$ cat config.mk
export PLATFORM = sky130hd
export DESIGN_NAME = pattern_loader_flat
export DESIGN_NICKNAME = d
export VERILOG_FILES = /design/src/rtl/pattern_loader_if.sv /design/src/rtl/pattern_loader.sv /design/src/flat_wrapper.sv
export SDC_FILE = /design/constraint.sdc
export NUM_CORES = 1
export LEC_CHECK = 0
export ABC_AREA = 1
export CORE_ASPECT_RATIO = 0.6
export CORE_MARGIN = 1.5
export CORE_UTILIZATION = 55
export DETAILED_ROUTE_END_ITERATION = 8
export GPL_TIMING_DRIVEN = 0
export PLACE_DENSITY = 0.78
export SYNTH_ARGS = -nofsm -noshare
export SYNTH_HDL_FRONTEND = slang
export SYNTH_SLANG_ARGS = --single-unit
$ cat constraint.sdc
create_clock -name ph1 -period 2.2 [get_ports ph1]
set_input_delay 0.33 -clock ph1 [delete_from_list [all_inputs] [get_ports ph1]]
set_output_delay 0.33 -clock ph1 [all_outputs]
set_load 0.03 [all_outputs]
$ cat src/rtl/pattern_loader_if.sv
// Row-write bus between the pattern loader and the board memory.
// Ports: mem_rdy (mem->loader), wr_en/wr_addr/wr_data (loader->mem).
interface pattern_loader_if;
    logic       mem_rdy;
    logic       wr_en;
    logic [2:0] wr_addr;
    logic [7:0] wr_data;

    modport master (
        input  mem_rdy,
        output wr_en,
        output wr_addr,
        output wr_data
    );

    modport slave (
        output mem_rdy,
        input  wr_en,
        input  wr_addr,
        input  wr_data
    );
endinterface

$ cat src/rtl/pattern_loader.sv
// Serial 8x8 pattern receiver; writes each assembled row to board memory.
// Ports: ph1, reset (async low), cs_n/sclk/sdata (async serial in),
//        mem (row-write bus), busy, done, frame_err (status).
module pattern_loader #(
    parameter int SYNC_STAGES = 2
) (
    input  logic              ph1,
    input  logic              reset,
    input  logic              cs_n,
    input  logic              sclk,
    input  logic              sdata,
    pattern_loader_if.master  mem,
    output logic              busy,
    output logic              done,
    output logic              frame_err
);

    localparam logic [1:0] IDLE    = 2'd0;
    localparam logic [1:0] SHIFT   = 2'd1;
    localparam logic [1:0] WAIT_WR = 2'd2;
    localparam logic [1:0] DONE    = 2'd3;

    logic [SYNC_STAGES-1:0] cs_sr;
    logic [SYNC_STAGES-1:0] sclk_sr;
    logic [SYNC_STAGES-1:0] sd_sr;
    logic                   cs_h;
    logic                   sclk_h;

    logic [1:0] state;
    logic [7:0] shreg;
    logic [7:0] rowbuf;
    logic [2:0] bitcnt;
    logic [2:0] rowcnt;
    logic       pend;
    logic [2:0] addr_q;
    logic [7:0] data_q;

    logic       cs_s;
    logic       sclk_s;
    logic       sd_s;
    logic       cs_fall;
    logic       cs_rise;
    logic       sclk_rise;
    logic       wr;
    logic [3:0] new_idx;

    // cs_n idles high so its chain resets to 1; no false frame start.
    always_ff @(posedge ph1 or negedge reset) begin
        if (!reset) begin
            cs_sr   <= '1;
            sclk_sr <= '0;
            sd_sr   <= '0;
            cs_h    <= 1'b1;
            sclk_h  <= 1'b0;
        end else begin
            cs_sr   <= {cs_sr[SYNC_STAGES-2:0], cs_n};
            sclk_sr <= {sclk_sr[SYNC_STAGES-2:0], sclk};
            sd_sr   <= {sd_sr[SYNC_STAGES-2:0], sdata};
            cs_h    <= cs_sr[SYNC_STAGES-1];
            sclk_h  <= sclk_sr[SYNC_STAGES-1];
        end
    end

    assign cs_s      = cs_sr[SYNC_STAGES-1];
    assign sclk_s    = sclk_sr[SYNC_STAGES-1];
    assign sd_s      = sd_sr[SYNC_STAGES-1];
    assign cs_fall   = ~cs_s & cs_h;
    assign cs_rise   = cs_s & ~cs_h;
    assign sclk_rise = sclk_s & ~sclk_h;

    // A frame edge discards the pending row, so no write on that cycle.
    assign wr      = pend & mem.mem_rdy & ~cs_rise & ~cs_fall;
    // Index the completing row takes once the current write retires.
    assign new_idx = {1'b0, rowcnt} + {3'b000, wr};

    assign mem.wr_en   = wr;
    assign mem.wr_addr = wr ? rowcnt : addr_q;
    assign mem.wr_data = wr ? rowbuf : data_q;
    assign busy        = (state == SHIFT) | (state == WAIT_WR);

    always_ff @(posedge ph1 or negedge reset) begin
        if (!reset) begin
            state     <= IDLE;
            shreg     <= '0;
            rowbuf    <= '0;
            bitcnt    <= '0;
            rowcnt    <= '0;
            pend      <= 1'b0;
            addr_q    <= '0;
            data_q    <= '0;
            done      <= 1'b0;
            frame_err <= 1'b0;
        end else begin
            if (wr) begin
                addr_q <= rowcnt;
                data_q <= rowbuf;
            end
            if (cs_fall) begin
                state     <= SHIFT;
                shreg     <= '0;
                bitcnt    <= '0;
                rowcnt    <= '0;
                pend      <= 1'b0;
                done      <= 1'b0;
                frame_err <= 1'b0;
            end else if (cs_rise && busy) begin
                state     <= IDLE;
                pend      <= 1'b0;
                frame_err <= 1'b1;
            end else if (cs_rise && state == DONE) begin
                state <= IDLE;
            end else begin
                if (wr) begin
                    pend   <= 1'b0;
                    rowcnt <= rowcnt + 3'd1;
                end
                unique case (state)
                    SHIFT: begin
                        if (sclk_rise) begin
                            shreg  <= {shreg[6:0], sd_s};
                            bitcnt <= bitcnt + 3'd1;
                            if (bitcnt == 3'd7) begin
                                if (!pend || wr) begin
                                    rowbuf <= {shreg[6:0], sd_s};
                                    pend   <= 1'b1;
                                    if (new_idx == 4'd7)
                                        state <= WAIT_WR;
                                end else begin
                                    frame_err <= 1'b1;
                                end
                            end
                        end
                    end
                    WAIT_WR: begin
                        if (sclk_rise)
                            frame_err <= 1'b1;
                        if (wr && rowcnt == 3'd7) begin
                            state <= DONE;
                            done  <= 1'b1;
                        end
                    end
                    DONE: begin
                        if (sclk_rise && !cs_s)
                            frame_err <= 1'b1;
                    end
                    default: begin
                    end
                endcase
            end
        end
    end

endmodule

$ cat src/flat_wrapper.sv
// flat-port wrapper written by rule: the top's interface ports become plain ports
module pattern_loader_flat 
#(
    parameter int SYNC_STAGES = 2
)
  (ph1, reset, cs_n, sclk, sdata, busy, done, frame_err, mem_mem_rdy, mem_wr_en, mem_wr_addr, mem_wr_data);
  pattern_loader_if mem_i ();
  input  logic ph1;
  input  logic reset;
  input  logic cs_n;
  input  logic sclk;
  input  logic sdata;
  output logic busy;
  output logic done;
  output logic frame_err;
  input wire logic [$bits(mem_i.mem_rdy)-1:0] mem_mem_rdy;
  output wire logic [$bits(mem_i.wr_en)-1:0] mem_wr_en;
  output wire logic [$bits(mem_i.wr_addr)-1:0] mem_wr_addr;
  output wire logic [$bits(mem_i.wr_data)-1:0] mem_wr_data;
  assign mem_i.mem_rdy = mem_mem_rdy;
  assign mem_wr_en = mem_i.wr_en;
  assign mem_wr_addr = mem_i.wr_addr;
  assign mem_wr_data = mem_i.wr_data;
  pattern_loader #(.SYNC_STAGES(SYNC_STAGES)) u_core (.ph1(ph1), .reset(reset), .cs_n(cs_n), .sclk(sclk), .sdata(sdata), .mem(mem_i), .busy(busy), .done(done), .frame_err(frame_err));
endmodule
* After elaboration in Yosys (flattened, before gate mapping) *
Index checks and enable logic that the tools add are counted.

operators by class
  add/sub/neg operators = 3
  $mul = 0
  div/mod/pow operators = 0
  order comparisons = 0
  equal/unequal tests = 19
  shifts and indexed selects = 0
  multiplexer cells = 47
  bitwise gates (word level) = 14
  reduce and logical (&&, ||, !) cells = 20

operators with widths
  kind                                                              count
  7-bit 2-to-1 mux                                                  5
  3-bit 2-to-1 mux                                                  10
  1-bit 2-to-1 mux                                                  21
  5-bit by 4-bit != test with 1-bit output (second input constant)  4
  2-bit 2-to-1 mux                                                  8
  7-bit AND reduction                                               2
  4-bit by 2-bit != test with 1-bit output (second input constant)  3
  2-bit nonzero test                                                5
  5-bit nonzero test                                                2
  8-bit 2-to-1 mux                                                  1
  4-bit by 3-bit != test with 1-bit output (second input constant)  2
  4-bit AND reduction                                               2
  1-bit inverter                                                    7
  3-bit by 1-bit adder with 3-bit output (second input constant)    2
  1-bit bitwise AND                                                 6
  3-bit == test (second input constant)                             2
  6-bit AND reduction                                               1
  5-bit by 3-bit != test with 1-bit output (second input constant)  1
  3-bit by 1-bit adder with 4-bit output                            1
  2-bit == test (second input constant)                             2
  4-bit by 3-bit == test with 1-bit output (second input constant)  1
  1-bit logical AND                                                 4
  2-bit by 1-bit != test with 1-bit output (second input constant)  2
  2-bit case mux with 2 select lines                                1
  7 further kinds                                                   8

word-level totals
  flip-flop bits (word level) = 45
  bits in latches = 0
  memory bits (writable) = 0
  ROM bits = 0
  input port bits = 6
  output and inout port bits = 15
  word-level logic and storage cells = 118
  memories = 0

* Longest topological paths before layout *
Gate-level depths: netlist of run 1.

  depth in word-level cells = 15
  mapped depth = 15
  depth with buffers taken out = 14

* Worst setup path after synthesis of run 1 *
Ideal clock, no wire load.

  kind = register -> register
  start = register u_core.cs_h
  end = register u_core.state[0]
  arrival time = 2.035 ns
  required time = 2.083 ns
  path slack = 0.049 ns
  cell stages (with the launch flop) = 15
  period minus slack after synthesis = 2.151 ns
  cells stage by stage = dfstp_2 inv_1 nand2_1 nand3_2 inv_1 buf_2 ha_1 ha_1 nand2_1 a21oi_1 nand2_1 nand2_1 nand2_1 nand2_1 nand2_1

between the ends
  longest elaborated chain between the ends = 9

RTL lines
  what                                                       RTL line               RTL
  start, declared                                            pattern_loader.sv:26   logic cs_h;
  start signal, assigned                                     pattern_loader.sv:59   cs_h <= cs_sr[SYNC_STAGES-1];
  1-bit inverter                                             pattern_loader.sv:68   assign cs_rise = cs_s & ~cs_h;
  1-bit bitwise AND                                          pattern_loader.sv:68
  1-bit inverter                                             pattern_loader.sv:72   assign wr = pend & mem.mem_rdy & ~cs_rise & ~cs_fall;
  1-bit bitwise AND                                          pattern_loader.sv:72
  1-bit bitwise AND (*)                                      pattern_loader.sv:72
  via mem_wr_en                                              flat_wrapper.sv:17     output wire logic [$bits(mem_i.wr_en)-1:0] mem_wr_en;
  3-bit by 1-bit adder with 4-bit output                     pattern_loader.sv:74   assign new_idx = {1'b0, rowcnt} + {3'b000, wr};
  4-bit by 3-bit == test with 1-bit output                   pattern_loader.sv:126  if (new_idx == 4'd7)
  5-bit by 4-bit != test with 1-bit output (no source line)  -
  6-bit AND reduction (no source line) (*)                   -
  end signal, assigned                                       pattern_loader.sv:83   state <= IDLE;
  end signal, assigned                                       pattern_loader.sv:127  state <= WAIT_WR;
  end signal, assigned                                       pattern_loader.sv:138  state <= DONE;
  end, declared                                              pattern_loader.sv:29   logic [1:0] state;

The timed path passes the listed nets; every way through them passes the cells marked *.
A chain may end at the register's enable or synchronous reset.

* Worst setup path after layout of run 1 *
  start = register u_core.cs_h
  end = output port mem_wr_addr[2]

between the ends
  longest elaborated chain between the ends = 6

RTL lines
  what                   RTL line              RTL
  1-bit inverter         pattern_loader.sv:68
  1-bit bitwise AND      pattern_loader.sv:68
  1-bit inverter         pattern_loader.sv:72
  1-bit bitwise AND      pattern_loader.sv:72
  1-bit bitwise AND (*)  pattern_loader.sv:72
  3-bit 2-to-1 mux (*)   pattern_loader.sv:77  assign mem.wr_addr = wr ? rowcnt : addr_q;
  end, declared          flat_wrapper.sv:18    output wire logic [$bits(mem_i.wr_addr)-1:0] mem_wr_addr;

Mark *: on every way between the ends. The rest lies on a longest branch, timed or not.

==> results of run 1 <==
[flip-flops by register name, indices dropped and copies added (netlist names), 3 cells and up]
register and cells:
u_core.addr_q 3, u_core.rowbuf 8, u_core.bitcnt 3, u_core.shreg 7
u_core.rowcnt 3, u_core.data_q 8
[cells by family after synthesis]
logic type	synth area share (%)
AOI/OAI and AO/OA	8.37
adders and majority gates	6.20
buffers and inverters	6.20
DFF	56.0
and+or+nand+nor	23.2
[routing by layer]
layer / GRT usage (%) / part of all wire (%) / vias up
met3: 6.67 / 5.6 / 7
met2: 29.4 / 41 / 36
met4: 10.3 / 1.6 / 0
li1: - / - / 752
met1: 33.1 / 52 / 719
met5: 0 / 0 / -
[worst paths after layout]
kind / from / endpoint / slack (ns) / depth (start not counted)
max: u_core.cs_h / mem_wr_addr[2] / 0.03 / 6
min: u_core.sd_sr[0] / u_core.sd_sr[1] / 0.36 / 0
max reg2reg: u_core.cs_h / u_core.state[0] / 0.10 / 14
min reg2reg: u_core.sd_sr[0] / u_core.sd_sr[1] / 0.36 / 0
max in group asynchronous: reset / u_core.shreg[0] / 1.22 / 3
min in group asynchronous: reset / u_core.done / 0.50 / 2
[power breakdown]
group	leakage, uW	internal, uW	switching (uW)
registers	0.000592	951	65.3
logic	0.000684	251	465
clock network	0.0000422	223	275
[cells in the mapped netlist, drive strengths merged]
| cell type | n | area [sq um] |
|---|---|---|
| ha | 10 | 125 |
| dfstp | 3 | 78.8 |
| buf | 2 | 16.3 |
| o22ai | 7 | 43.8 |
| nor2 | 10 | 61.3 |
| and2 | 1 | 6.26 |
| nand4 | 1 | 6.26 |
| nand2 | 79 | 319 |
| o211ai | 1 | 7.51 |
| a21oi | 1 | 5.00 |
| nand3 | 13 | 75.1 |
| dfrtp | 42 | 1050 |
| o21ai | 15 | 105 |
| inv | 28 | 105 |
| o21a | 1 | 7.51 |
| clkbuf | 1 | 3.75 |
[stage by stage]
step / hold WS, ns / setup TNS, ns / total power [uW] / instances / instance area [sq um]
floorplan: 0.0344 / 0 / 1510 / 215 / 2020
CTS: 0.355 / 0 / 2220 / 291 / 2370
detailed placement: 0.294 / -5.72 / 1720 / 281 / 2290
global route: 0.366 / -0.0529 / 2390 / 298 / 2500
global placement: 0.332 / -19.56 / 1700 / 280 / 2270
finish: 0.359 / 0 / 2230 / 298 / 2500
[area by class of cell]
type | count | area (sq um)
Multi-Input combinational cell | 139 | 822
Tap cell | 45 | 56.3
Clock inverter | 1 | 5.00
Timing Repair Buffer | 30 | 265
Inverter | 28 | 108
Clock buffer | 7 | 76.3
Fill cell | 230 | 887
Buffer | 3 | 33.8
Sequential cell | 45 | 1130
[repair_timing]
| item | 4_1_cts | 5_1_grt |
|---|---|---|
| resized for setup | 71 | 20 |
| hold buffers | 1 | 0 |
| setup buffers | 1 | 6 |
| cloned | 0 | 1 |
| pin swaps | 1 | 5 |
| setup endpoints to repair | 14 | 8 |
| endpoints found under the hold margin | 15 | 0 |
[worst reg2reg max path, delay by kind of cell, from the launching register on]
kind / cells / cell delay [ns]
compound gates: 1 / 0.13
fa+ha+maj: 2 / 0.27
buf+inv: 3 / 0.35
flops: 1 / 0.56
simple gates: 8 / 0.68
==> metrics.csv, run 1 <==
metric,value,unit
status,"finished, final reports clean",
Synth cell types,23,
Crit Path Category,flip-flop to primary output,
Final min period,2.17,ns
crit path capture type,primary output,
Num CTS Buffers,5,
Least-Margin Pin Slew,0.437,ns
WP data required,1.87,ns
Max VDD drop,564,uV
core area,3380,sq um
crit path cell chain,inv_1 > nand2_4 > nand3_4 > clkbuf_4 > o21ai_1 > buf_4,
clock sink count,45,
number of port buffers,20,
CTS Buffer Depth,2,
initial drt markers,110,
initial antenna violation count,0,
final worst slack,0.0346,ns
#FFs+latches synth,45,
Clock Skews,0.00596,ns
Post-Syn Instances,215,
Top delay family on crit path,flip-flops,
Worst slew margin,70.8,%
nets,268,
CTS root buf,clkbuf_8,
Post-Synthesis Cell Area,2020,sq um
clock latency on the worst-skew pair,0.30,ns
type of the tightest min-delay check,flip-flop to flip-flop,
vias per inst,5.08,
gr ovfl total,0,
max-cap viol count,0,
GR Util All Layers,22.3,%
Final Slew Violations,0,
first-pass GRT wire length,6.51,mm
static leakage,0.00132,uW
CP peak stage delay,0.56,ns
"Net Count, Synth",231,
Startpoint Class,flip-flop,
IO Count,21,
"commonest non-fill, non-tap cell in the layout",nand2_1,
final wirelength,4.15,mm
fraction of layout cells with a size suffix above 1,24.5,%
crit path buf inv count,3,
final hold vios,0,
part of the cycle the worst path needs,98.4,%
antenna cells,0,
Placement Setup Slack,-0.582,ns
final core occ,73.8,%
CTS tree,yes,
Yosys Warn Count,0,
ANT nets after route,0,
HPWL Detailed,2.82,mm
first drt pass iteration count,4,
initial core utilization,59.6,%
Layout area overhead,23.8,%
Post-route DRC,0,
setup violators final,0,
die area,4050,sq um
CP Max Fanout,10,
"CTS clk-pin slew, worst paths",0.08,ns
htree depth,2,
register area share after synthesis,56.0,%
Die X-Extent,81.2,um
power density over the cells,893,nW/um^2
largest net degree at the start of global routing,28,
Fmax,0.462,GHz
Vias,1514,
"Avg Cell Area, Syn",9.38,sq um
Placer Congestion,0.912,
die height,49.9,um
Slowest cell on crit path,dfstp_2,
most frequent cells in the layout,"nand2_1 (73), dfrtp_1 (42), inv_1 (24), buf_4 (15), nand3_1 (10)",
vias in the first global route,1372,
row cnt,16,
Crit path arrival time,1.84,ns
drt wl/cell,13.9,um
(Power assumes the default switching activity.)
==> run 2: changes to the inputs <==
CORE_ASPECT_RATIO = not set   (was 0.6)
==> metrics.csv, run 2 (same netlist as run 1, synthesis figures left out) <==
metric,value,unit,change
RSZ-0062 raised after global routing,true,,
Num CTS Buffers,5,,unchanged
Top Metal Used,met4,,
Worst slew margin,63.6,%,-7.2 points
number of port buffers,20,,unchanged
CTS tree,yes,,
fraction of layout cells with a size suffix above 1,25.0,%,+0.49 points
Fmax,0.473,GHz,+2.3%
Die X-Extent,63.6,um,-22%
status,"finished, final reports clean",,
GR Util All Layers,18.5,%,-3.8 points
reg2reg path depth,14,,unchanged
antenna cells,0,,unchanged
die area,4040,sq um,-0.30%
htree depth,2,,unchanged
core area,3420,sq um,+0.96%
setup violators final,0,,unchanged
clock sink count,45,,unchanged
power density over the cells,887,nW/um^2,-0.68%
fin cells,298,,unchanged
Top Registers,"u_core.data_q: 8 flops, u_core.rowbuf: 8 flops, u_core.shreg: 7 flops",,
largest net degree at the start of global routing,25,,-11%
Least-Margin Pin Slew,0.545,ns,+0.108 ns
Final Slew Violations,0,,unchanged
Startpoint Class,flip-flop,,
initial antenna violation count,0,,unchanged
CTS root buf,clkbuf_4,,
initial drt markers,98,,-11%
"commonest non-fill, non-tap cell in the layout",nand2_1,,
CP Max Fanout,6,,-4
WP data required,2.45,ns,+0.58 ns
final core occ,72.2,%,-1.6 points
Final min period,2.12,ns,-0.0495 ns
met3 layer wire length in the routed design,178,um,-24%
initial core utilization,59.0,%,-0.57 points
crit path capture type,flip-flop,,
vias per inst,5.02,,-1.2%
Post-route DRC,0,,unchanged
Vias,1496,,-1.2%
final hold vios,0,,unchanged
Min-Delay Startpoint,u_core.cs_sr[0],,
part of the cycle the worst path needs,96.2,%,-2.3 points
type of the tightest min-delay check,flip-flop to flip-flop,,
Crit Path Category,flip-flop to flip-flop,,
first drt pass iteration count,4,,unchanged
met2 WL,1.67,mm,-1.6%
worst hold endpoint,u_core.cs_sr[1],,
Worst R2R Start,u_core.cs_h,,
"CTS clk-pin slew, worst paths",0.11,ns,+0.03 ns
max-cap viol count,0,,unchanged
ANT nets after route,0,,unchanged
Placed Cells,282,,+0.36%
clock latency on the worst-skew pair,0.36,ns,+0.06 ns
final wirelength,3.59,mm,-14%
gr ovfl total,0,,unchanged
most frequent cells in the layout,"nand2_1 (73), dfrtp_1 (42), inv_1 (23), buf_4 (18)",,
drt wl/cell,12.0,um,-14%
Placer Congestion,0.818,,-10%
Seq. cell area,1130,sq um,unchanged
flop2flop setup slack,0.08,ns,-0.02 ns
DRT met1 WL,1.68,mm,-22%
static leakage,0.00130,uW,-1.1%
hold depth,0,,unchanged
Max VDD drop,752,uV,+33%
Layout area overhead,22.3,%,
setup TNS,0,ns,unchanged
CTS Buffer Depth,2,,unchanged
Clock Skews,0.0126,ns,+0.00668 ns
row cnt,21,,+5
vias in the first global route,1361,,-0.80%
# fillers,242,,+5.2%
Crit path arrival time,2.36,ns,+0.52 ns
IO Count,21,,unchanged
HPWL Detailed,2.33,mm,-17%
Multi-input gate area,812,sq um,-1.2%
nets,267,,-0.37%
first-pass GRT wire length,5.84,mm,-10%
die height,63.6,um,+27%
FF-to-FF End,u_core.state[0],,
## run 2: cell types whose count changed in the layout (fill, tap and decap cells not counted), sizes merged
cell | before | now
buf | 21 | 24
bufinv | 0 | 1
clkbuf | 11 | 6
dlygate4sd2 | 0 | 1
dlymetal6s2s | 1 | 0
## run 2: layout make-up
class                   count  share of cell area (%)
repair buffers             29                    10.1
well taps                  46                    2.33
flip-flops and latches     45                    45.8
clock buffers               6                    1.67
multi-input cells         139                    32.9
clock inverters             2                    1.57
inverters                  28                    4.36
plain buffers               3                    1.22
## run 2: routing by layer
| metal | global-route usage [%] | vias up |
|---|---|---|
| li1 | - | 753 |
| met1 | 25.3 | 706 |
| met2 | 27.8 | 31 |
| met3 | 5.54 | 6 |
| met4 | 7.34 | 0 |
| met5 | 0 | - |
## run 2: power breakdown
group	total [uW]	switching, uW	internal, uW	leakage (uW)
sequential	1010	58.6	950	0.000592
combinational	681	439	243	0.000670
clock	498	256	242	0.0000424
total	2190	753	1430	0.00130
## run 2: repair_timing
| item | CTS | global route |
|---|---|---|
| gates resized for setup | 76 | 21 |
| hold buffers | 1 | 0 |
| setup endpoints to repair | 15 | 14 |
| setup buffers | 1 | 5 |
| pin swaps | 0 | 3 |
| gates cloned | 0 | 1 |
| hold endpoints to repair | 22 | 0 |
## run 2: worst max-delay path: stages (launching register included)
cell     delay [ns]
dfstp_2        0.62
inv_2          0.08
nand2_4        0.09
nand3_4        0.12
inv_4          0.10
buf_6          0.12
ha_2           0.19
ha_2           0.18
nand2_1        0.06
a21oi_2        0.12
nand2_1        0.07
nand2_2        0.10
nand2_2        0.07
nand2_1        0.05
nand2_1        0.05
## run 2: worst max-delay path by stage
stage / endpoint / cells after the start / from
floorplan: u_core.state[0] / 14 / u_core.cs_h
global placement: mem_wr_addr[2] / 7 / mem_mem_rdy
detailed placement: mem_wr_addr[2] / 7 / mem_mem_rdy
CTS: mem_wr_addr[2] / 6 / u_core.cs_h
global route: u_core.state[0] / 14 / u_core.cs_h
finish: u_core.state[0] / 14 / u_core.cs_h
## run 2: metrics by stage
| stage | setup WS [ns] | hold WS, ns | power, uW | instance area [sq um] |
|---|---|---|---|---|
| 2_1_floorplan | 0.0487 | 0.0344 | 1510 | 2020 |
| 5_1_grt | -0.0641 | 0.355 | 2340 | 2470 |
| 6_report | 0.0841 | 0.363 | 2190 | 2470 |
| 4_1_cts | 0.0152 | 0.354 | 2180 | 2390 |
| 3_5_place_dp | -0.444 | 0.342 | 1690 | 2300 |
| 3_3_place_gp | -0.420 | 0.333 | 1670 | 2270 |
==> patch 1 (settings of run 1) <==
`SYNC_STAGES` is set to 2 in 2 places; all go to 4.
--- a/src/rtl/pattern_loader.sv
+++ b/src/rtl/pattern_loader.sv
@@ -2,7 +2,7 @@
 // Ports: ph1, reset (async low), cs_n/sclk/sdata (async serial in),
 //        mem (row-write bus), busy, done, frame_err (status).
 module pattern_loader #(
-    parameter int SYNC_STAGES = 2
+    parameter int SYNC_STAGES = 4
 ) (
     input  logic              ph1,
     input  logic              reset,
--- a/src/flat_wrapper.sv
+++ b/src/flat_wrapper.sv
@@ -1,7 +1,7 @@
 // flat-port wrapper written by rule: the top's interface ports become plain ports
 module pattern_loader_flat 
 #(
-    parameter int SYNC_STAGES = 2
+    parameter int SYNC_STAGES = 4
 )
   (ph1, reset, cs_n, sclk, sdata, busy, done, frame_err, mem_mem_rdy, mem_wr_en, mem_wr_addr, mem_wr_data);
   pattern_loader_if mem_i ();
Behaviour: not the same (a bounded check fails within 4 cycles, from zero or initial values and one cycle with reset low).
==> patch 1 against run 1 <==
First-iteration DRC count decreased by 8.2%; total power up 12%; clock skew up 3.8 ps; cell count up 3.7%; largest power group unchanged; synthesized area increased by 7.8%; highest routed layer unchanged; global-route usage is 0.89 points lower; synthesized cell count increased by 2.8%; design area grew 6.8%; routed wire length increased by 1.3%; setup slack gained 44 ps; critical path depth up 10; combinational power is 2% lower; sequential cell count increased by 6.
==> patch 1: results (changes against run 1) <==
Drt
  – Met1 wire length: 2.21 mm (was 2.15 mm)
  – Drt initial violations: 101 (was 110)
  – WL per Instance: 13.6 µm (was 13.9 µm)
  – Avg Vias per Cell: 5.20 (was 5.08)
  – Met3 WL: 185 µm (was 233 µm)
  – Met2 WL: 1.75 mm (was 1.70 mm)

GRT
  – Largest net degree at the start of global routing: 42 (was 28)
  – Met1 usage in global routing: 30.6% (was 33.1%)
  – Busiest grt layer: met2 (was met1)
  – First-pass GRT wire length: 6.96 mm (was 6.51 mm)
  – Global Route Usage Sum: 21.4% (was 22.3%)
  – Number of global-route vias before repair: 1472 (was 1372)
  – Met3 Use GR: 6.03% (was 6.67%)
  – M2 GR Usage: 31.2% (was 29.4%)

Finish
  – Post-layout net count: 277 (was 268)
  – P&R area growth vs syn: 22.6% (was 23.8%)
  – Filler instances: 274 (was 230)
  – Share of cells above drive strength 1: 24.4% (was 24.5%)
  – Non-Filler Instances: 309 (was 298)

Setup path
  – CP Max Fanout: 6 (was 10)
  – Setup crit end: u_core.state[1] (was mem_wr_addr[2])
  – WP data arrival: 2330 ps (was 1840 ps)
  – Cells on worst reg2reg path: 16 (was 14)
  – Worst reg2reg setup slack: 80 ps (was 100 ps)
  – CP max stage delay: 540 ps (was 560 ps)

Synthesis
  – Sequential share of the synthesized area: 59.0% (was 56.0%)
  – Syn_area_per_cell: 9.84 µm² (was 9.38 µm²)
  – Library cells used by synthesis: 26 (was 23)
  – Syn Nets: 237 (was 231)
  – Commonest cells post-synth: nand2_1, dfrtp_1, inv_1 (unchanged)

Pwr
  – Peak supply drop: 0.000641 V (was 0.000564 V)
  – Leak: 1.40 nW (was 1.32 nW)

Placed design
  – Final HPWL DP: 2.79 mm (was 2.82 mm)
  – Gpl congestion: 0.871 (was 0.912)
  – Setup WS pre-CTS: -527 ps (was -582 ps)
  – Total placed cells including tap cells: 289 (was 281)
  – Port Buffers: 20 (unchanged)
  – Placed inst area: 2450 µm² (was 2290 µm²)

Min path
  – Worst Hold Launch: u_core.sclk_sr[1] (was u_core.sd_sr[0])
  – Hold EP: u_core.sclk_sr[2] (was u_core.sd_sr[1])
  – HP Class: flip-flop to flip-flop (unchanged)
  – Hold depth: 0 (unchanged)

Clock network
  – Post-CTS Setup Repair Bufs: 2 (was 1)
  – Bufs on Longest Clock Path: 2 (unchanged)
  – Post-cts gate resize count: 62 (was 71)

STA
  – Final Hold Slack: 358 ps (was 359 ps)
  – Clock period minus final worst setup slack: 2120 ps (was 2170 ps)
  – Setup Skew: 9.74 ps (was 5.96 ps)

Status
  – Status: finished clean (unchanged)
patch 1: changes by cell type in the layout (fill, tap and decap cells not counted), sizes merged, moves of 2 or more:
cell	delta
buf	+4
clkbuf	-3
dfrtp	+4
dfstp	+2
dlygate4sd2	+2
nand2	-8
nand3b	+2
o21ai	+4
patch 1: report_power, final:
| group | leakage [nW] | internal, W | switching (W) |
|---|---|---|---|
| clock network | 0.0548 | 0.000343 | 0.000322 |
| registers | 0.659 | 0.00107 | 0.0000672 |
| logic | 0.690 | 0.000254 | 0.000451 |
patch 1: layout make-up:
class / instances / share of cell area, %
clock inverters: 3 / 1.74
well taps: 47 / 2.21
multi-input cells: 138 / 29.3
repair buffers: 33 / 10.4
flip-flops and latches: 51 / 48.1
plain buffers: 4 / 1.55
inverters: 28 / 4.04
clock buffers: 5 / 2.58
patch 1: cells by family after synthesis:
group	Yosys count	share of synthesized area, %
DFF	51	59.0
AOI/OAI and AO/OA	30	9.03
and+or+nand+nor	98	20.1
adders and majority gates	10	5.75
buffers and inverters	32	6.10
==> patch 2 (settings of run 1) <==
Without the edit above. Register the output `frame_err` once more, with the module's reset; this adds one clock of latency there. The other outputs are not delayed to match.
--- a/src/rtl/pattern_loader.sv
+++ b/src/rtl/pattern_loader.sv
@@ -19,6 +19,8 @@
     localparam logic [1:0] SHIFT   = 2'd1;
     localparam logic [1:0] WAIT_WR = 2'd2;
     localparam logic [1:0] DONE    = 2'd3;
+
+    logic frame_err_s0;
 
     logic [SYNC_STAGES-1:0] cs_sr;
     logic [SYNC_STAGES-1:0] sclk_sr;
@@ -89,7 +91,7 @@
             addr_q    <= '0;
             data_q    <= '0;
             done      <= 1'b0;
-            frame_err <= 1'b0;
+            frame_err_s0 <= 1'b0;
         end else begin
             if (wr) begin
                 addr_q <= rowcnt;
@@ -102,11 +104,11 @@
                 rowcnt    <= '0;
                 pend      <= 1'b0;
                 done      <= 1'b0;
-                frame_err <= 1'b0;
+                frame_err_s0 <= 1'b0;
             end else if (cs_rise && busy) begin
                 state     <= IDLE;
                 pend      <= 1'b0;
-                frame_err <= 1'b1;
+                frame_err_s0 <= 1'b1;
             end else if (cs_rise && state == DONE) begin
                 state <= IDLE;
             end else begin
@@ -126,14 +128,14 @@
                                     if (new_idx == 4'd7)
                                         state <= WAIT_WR;
                                 end else begin
-                                    frame_err <= 1'b1;
+                                    frame_err_s0 <= 1'b1;
                                 end
                             end
                         end
                     end
                     WAIT_WR: begin
                         if (sclk_rise)
-                            frame_err <= 1'b1;
+                            frame_err_s0 <= 1'b1;
                         if (wr && rowcnt == 3'd7) begin
                             state <= DONE;
                             done  <= 1'b1;
@@ -141,7 +143,7 @@
                     end
                     DONE: begin
                         if (sclk_rise && !cs_s)
-                            frame_err <= 1'b1;
+                            frame_err_s0 <= 1'b1;
                     end
                     default: begin
                     end
@@ -150,5 +152,13 @@
         end
     end
 
+    always_ff @(posedge ph1 or negedge reset) begin
+        if (!reset) begin
+            frame_err <= '0;
+        end else begin
+            frame_err <= frame_err_s0;
+        end
+    end
+
 endmodule
 
Check against the original RTL: not equivalent (a bounded check fails within 10 cycles, from zero or initial values and one cycle with reset low).
==> patch 2 against run 1 <==
Clock skew about the same; setup slack improved by 62 ps; hold slack worse by 4.7 ps; routed wire length fell by 1.6%; total power decreased by 0.52%; synthesized area rose by 2.7%; sequential cell count is 1 higher; via count is 2.2% higher; design area is 1.6% higher; largest cell class unchanged.
==> patch 2: results (changes against run 1) <==
Status
  – Status: finished clean (unchanged)

Clock network
  – Worst skew pair latency: 300 ps (about the same)
  – CTS Root Cell: clkbuf_8 (unchanged)
  – H-tree lvl count: 2 (unchanged)
  – Bufs on Longest Clock Path: 2 (unchanged)

Synthesis
  – Synth Area in Compound Gates: 9.72% (was 8.37%)
  – Library cells used by synthesis: 27 (was 23)
  – Mux contribution to synthesized area: 0% (unchanged)
  – Syn Nets: 237 (was 231)
  – Sequential share of the synthesized area: 55.7% (was 56.0%)
  – Main area contributors after synthesis: dfrtp_1, nand2_1, ha_1 (unchanged)
  – Post-synth top flop: dfrtp_1 (unchanged)
  – Commonest cells post-synth: nand2_1, dfrtp_1, inv_1 (unchanged)
  – Adder-Cell Fraction of Synth Area: 6.04% (was 6.20%)
  – Post-synthesis cell count: 221 (was 215)

GRT
  – Number of global-route vias before repair: 1385 (was 1372)
  – Global Route Usage Sum: 22.1% (was 22.3%)
  – Largest net degree at the start of global routing: 33 (was 28)
  – Initial antenna violation count: 0 (unchanged)
  – First-pass GRT wire length: 6.62 mm (was 6.51 mm)

Finish
  – Post-layout net count: 273 (was 268)
  – Filler instances: 279 (was 230)
  – # diodes: 0 (unchanged)
  – Share of cells above drive strength 1: 25.3% (was 24.5%)
  – Biggest regs: u_core.data_q x8, u_core.rowbuf x8, u_core.shreg x7 (unchanged)

Setup path
  – Cells on worst reg2reg path: 15 (was 14)
  – CP max stage delay: 600 ps (was 560 ps)
  – Slowest stage cell on the critical path: dfstp_2 (unchanged)
  – Reg2reg end: u_core.state[0] (unchanged)
  – Critical Path Start: u_core.cs_sr[1] (was u_core.cs_h)
  – Gate family responsible for the most delay along the worst path: buffers and inverters (was flip-flops)
  – Setup crit end: mem_wr_en (was mem_wr_addr[2])
  – WP data arrival: 1770 ps (was 1840 ps)
  – CP Max Fanout: 11 (was 10)

Drt
  – Final WL: 4.08 mm (was 4.15 mm)
  – WL per Instance: 13.4 µm (was 13.9 µm)
  – Drt initial violations: 74 (was 110)
  – Antenna Nets Post-Route: 0 (unchanged)
  – Drt first pass iters: 4 (unchanged)
  – Avg Vias per Cell: 5.09 (was 5.08)

STA
  – Worst Max-Slew Pin Slew: 378 ps (was 437 ps)
  – Setup Skew: 5.72 ps (was 5.96 ps)

Placed design
  – Final HPWL DP: 2.70 mm (was 2.82 mm)
  – Total placed cells including tap cells: 289 (was 281)
  – Gpl congestion: 0.888 (was 0.912)

Pwr
  – Leak: 1.31 nW (was 1.32 nW)
  – Peak supply drop: 0.000658 V (was 0.000564 V)

Min path
  – HP Class: flip-flop to flip-flop (unchanged)
  – Hold EP: u_core.sd_sr[1] (unchanged)
patch 2: cell count changes after synthesis, sizes merged, moves of 2 or more:
cell and change:
a21oi +3, nand4 +2, nand2 -4, o21ai -2, nor2 +2
patch 2: repair_timing:
item,CTS,global route
endpoints found under the hold margin,14,0
buffers inserted,6,1
hold buffers,1,0
setup endpoints to repair,14,13
pin swaps,1,3
gates resized for setup,54,25
patch 2: power breakdown:
part,internal (W),switching (W),total [W]
combinational,0.000222,0.000390,0.000612
clock,0.000363,0.000275,0.000638
sequential,0.000921,0.0000466,0.000968
patch 2: final cells by class:
class | count | area share, %
flip-flops and latches | 46 | 45.6
multi-input cells | 143 | 32.9
repair buffers | 29 | 8.98
inverters | 28 | 4.24
clock buffers | 6 | 3.26
well taps | 47 | 2.32
plain buffers | 4 | 1.53
clock inverters | 1 | 1.18
patch 2: cell families (layout without fill, tap and decap cells):
| logic type | count (synthesis) | count (layout) |
|---|---|---|
| flip-flops | 46 | 46 |
| AND/OR/NAND/NOR | 104 | 104 |
| AO/OA/AOI/OAI | 29 | 29 |
| buffers and inverters | 32 | 68 |
| adder cells (fa/ha/maj) | 10 | 10 |
patch 2: per-stage QoR:
step	cell area (µm²)	worst slack [ps]	hold slack [ps]	util, %	total power (W)
2_1_floorplan	2070	38.4	34.4	-	0.00139
3_3_place_gp	2330	-467	331	64.2	0.00156
3_5_place_dp	2350	-444	255	64.6	0.00158
4_1_cts	2510	10.6	356	69.1	0.00223
5_1_grt	2530	-2.66	370	69.7	0.00233
6_report	2530	96.9	354	69.7	0.00222
patch 2: metal layers:
layer,vias up,GRT usage [%],share of wire [%],routed length (µm)
met2,41,29.1,44,1810
li1,778,-,-,-
met5,-,0,0,0
met3,9,6.00,5.0,204
met1,720,34.5,49,2010
met4,0,7.63,1.4,57
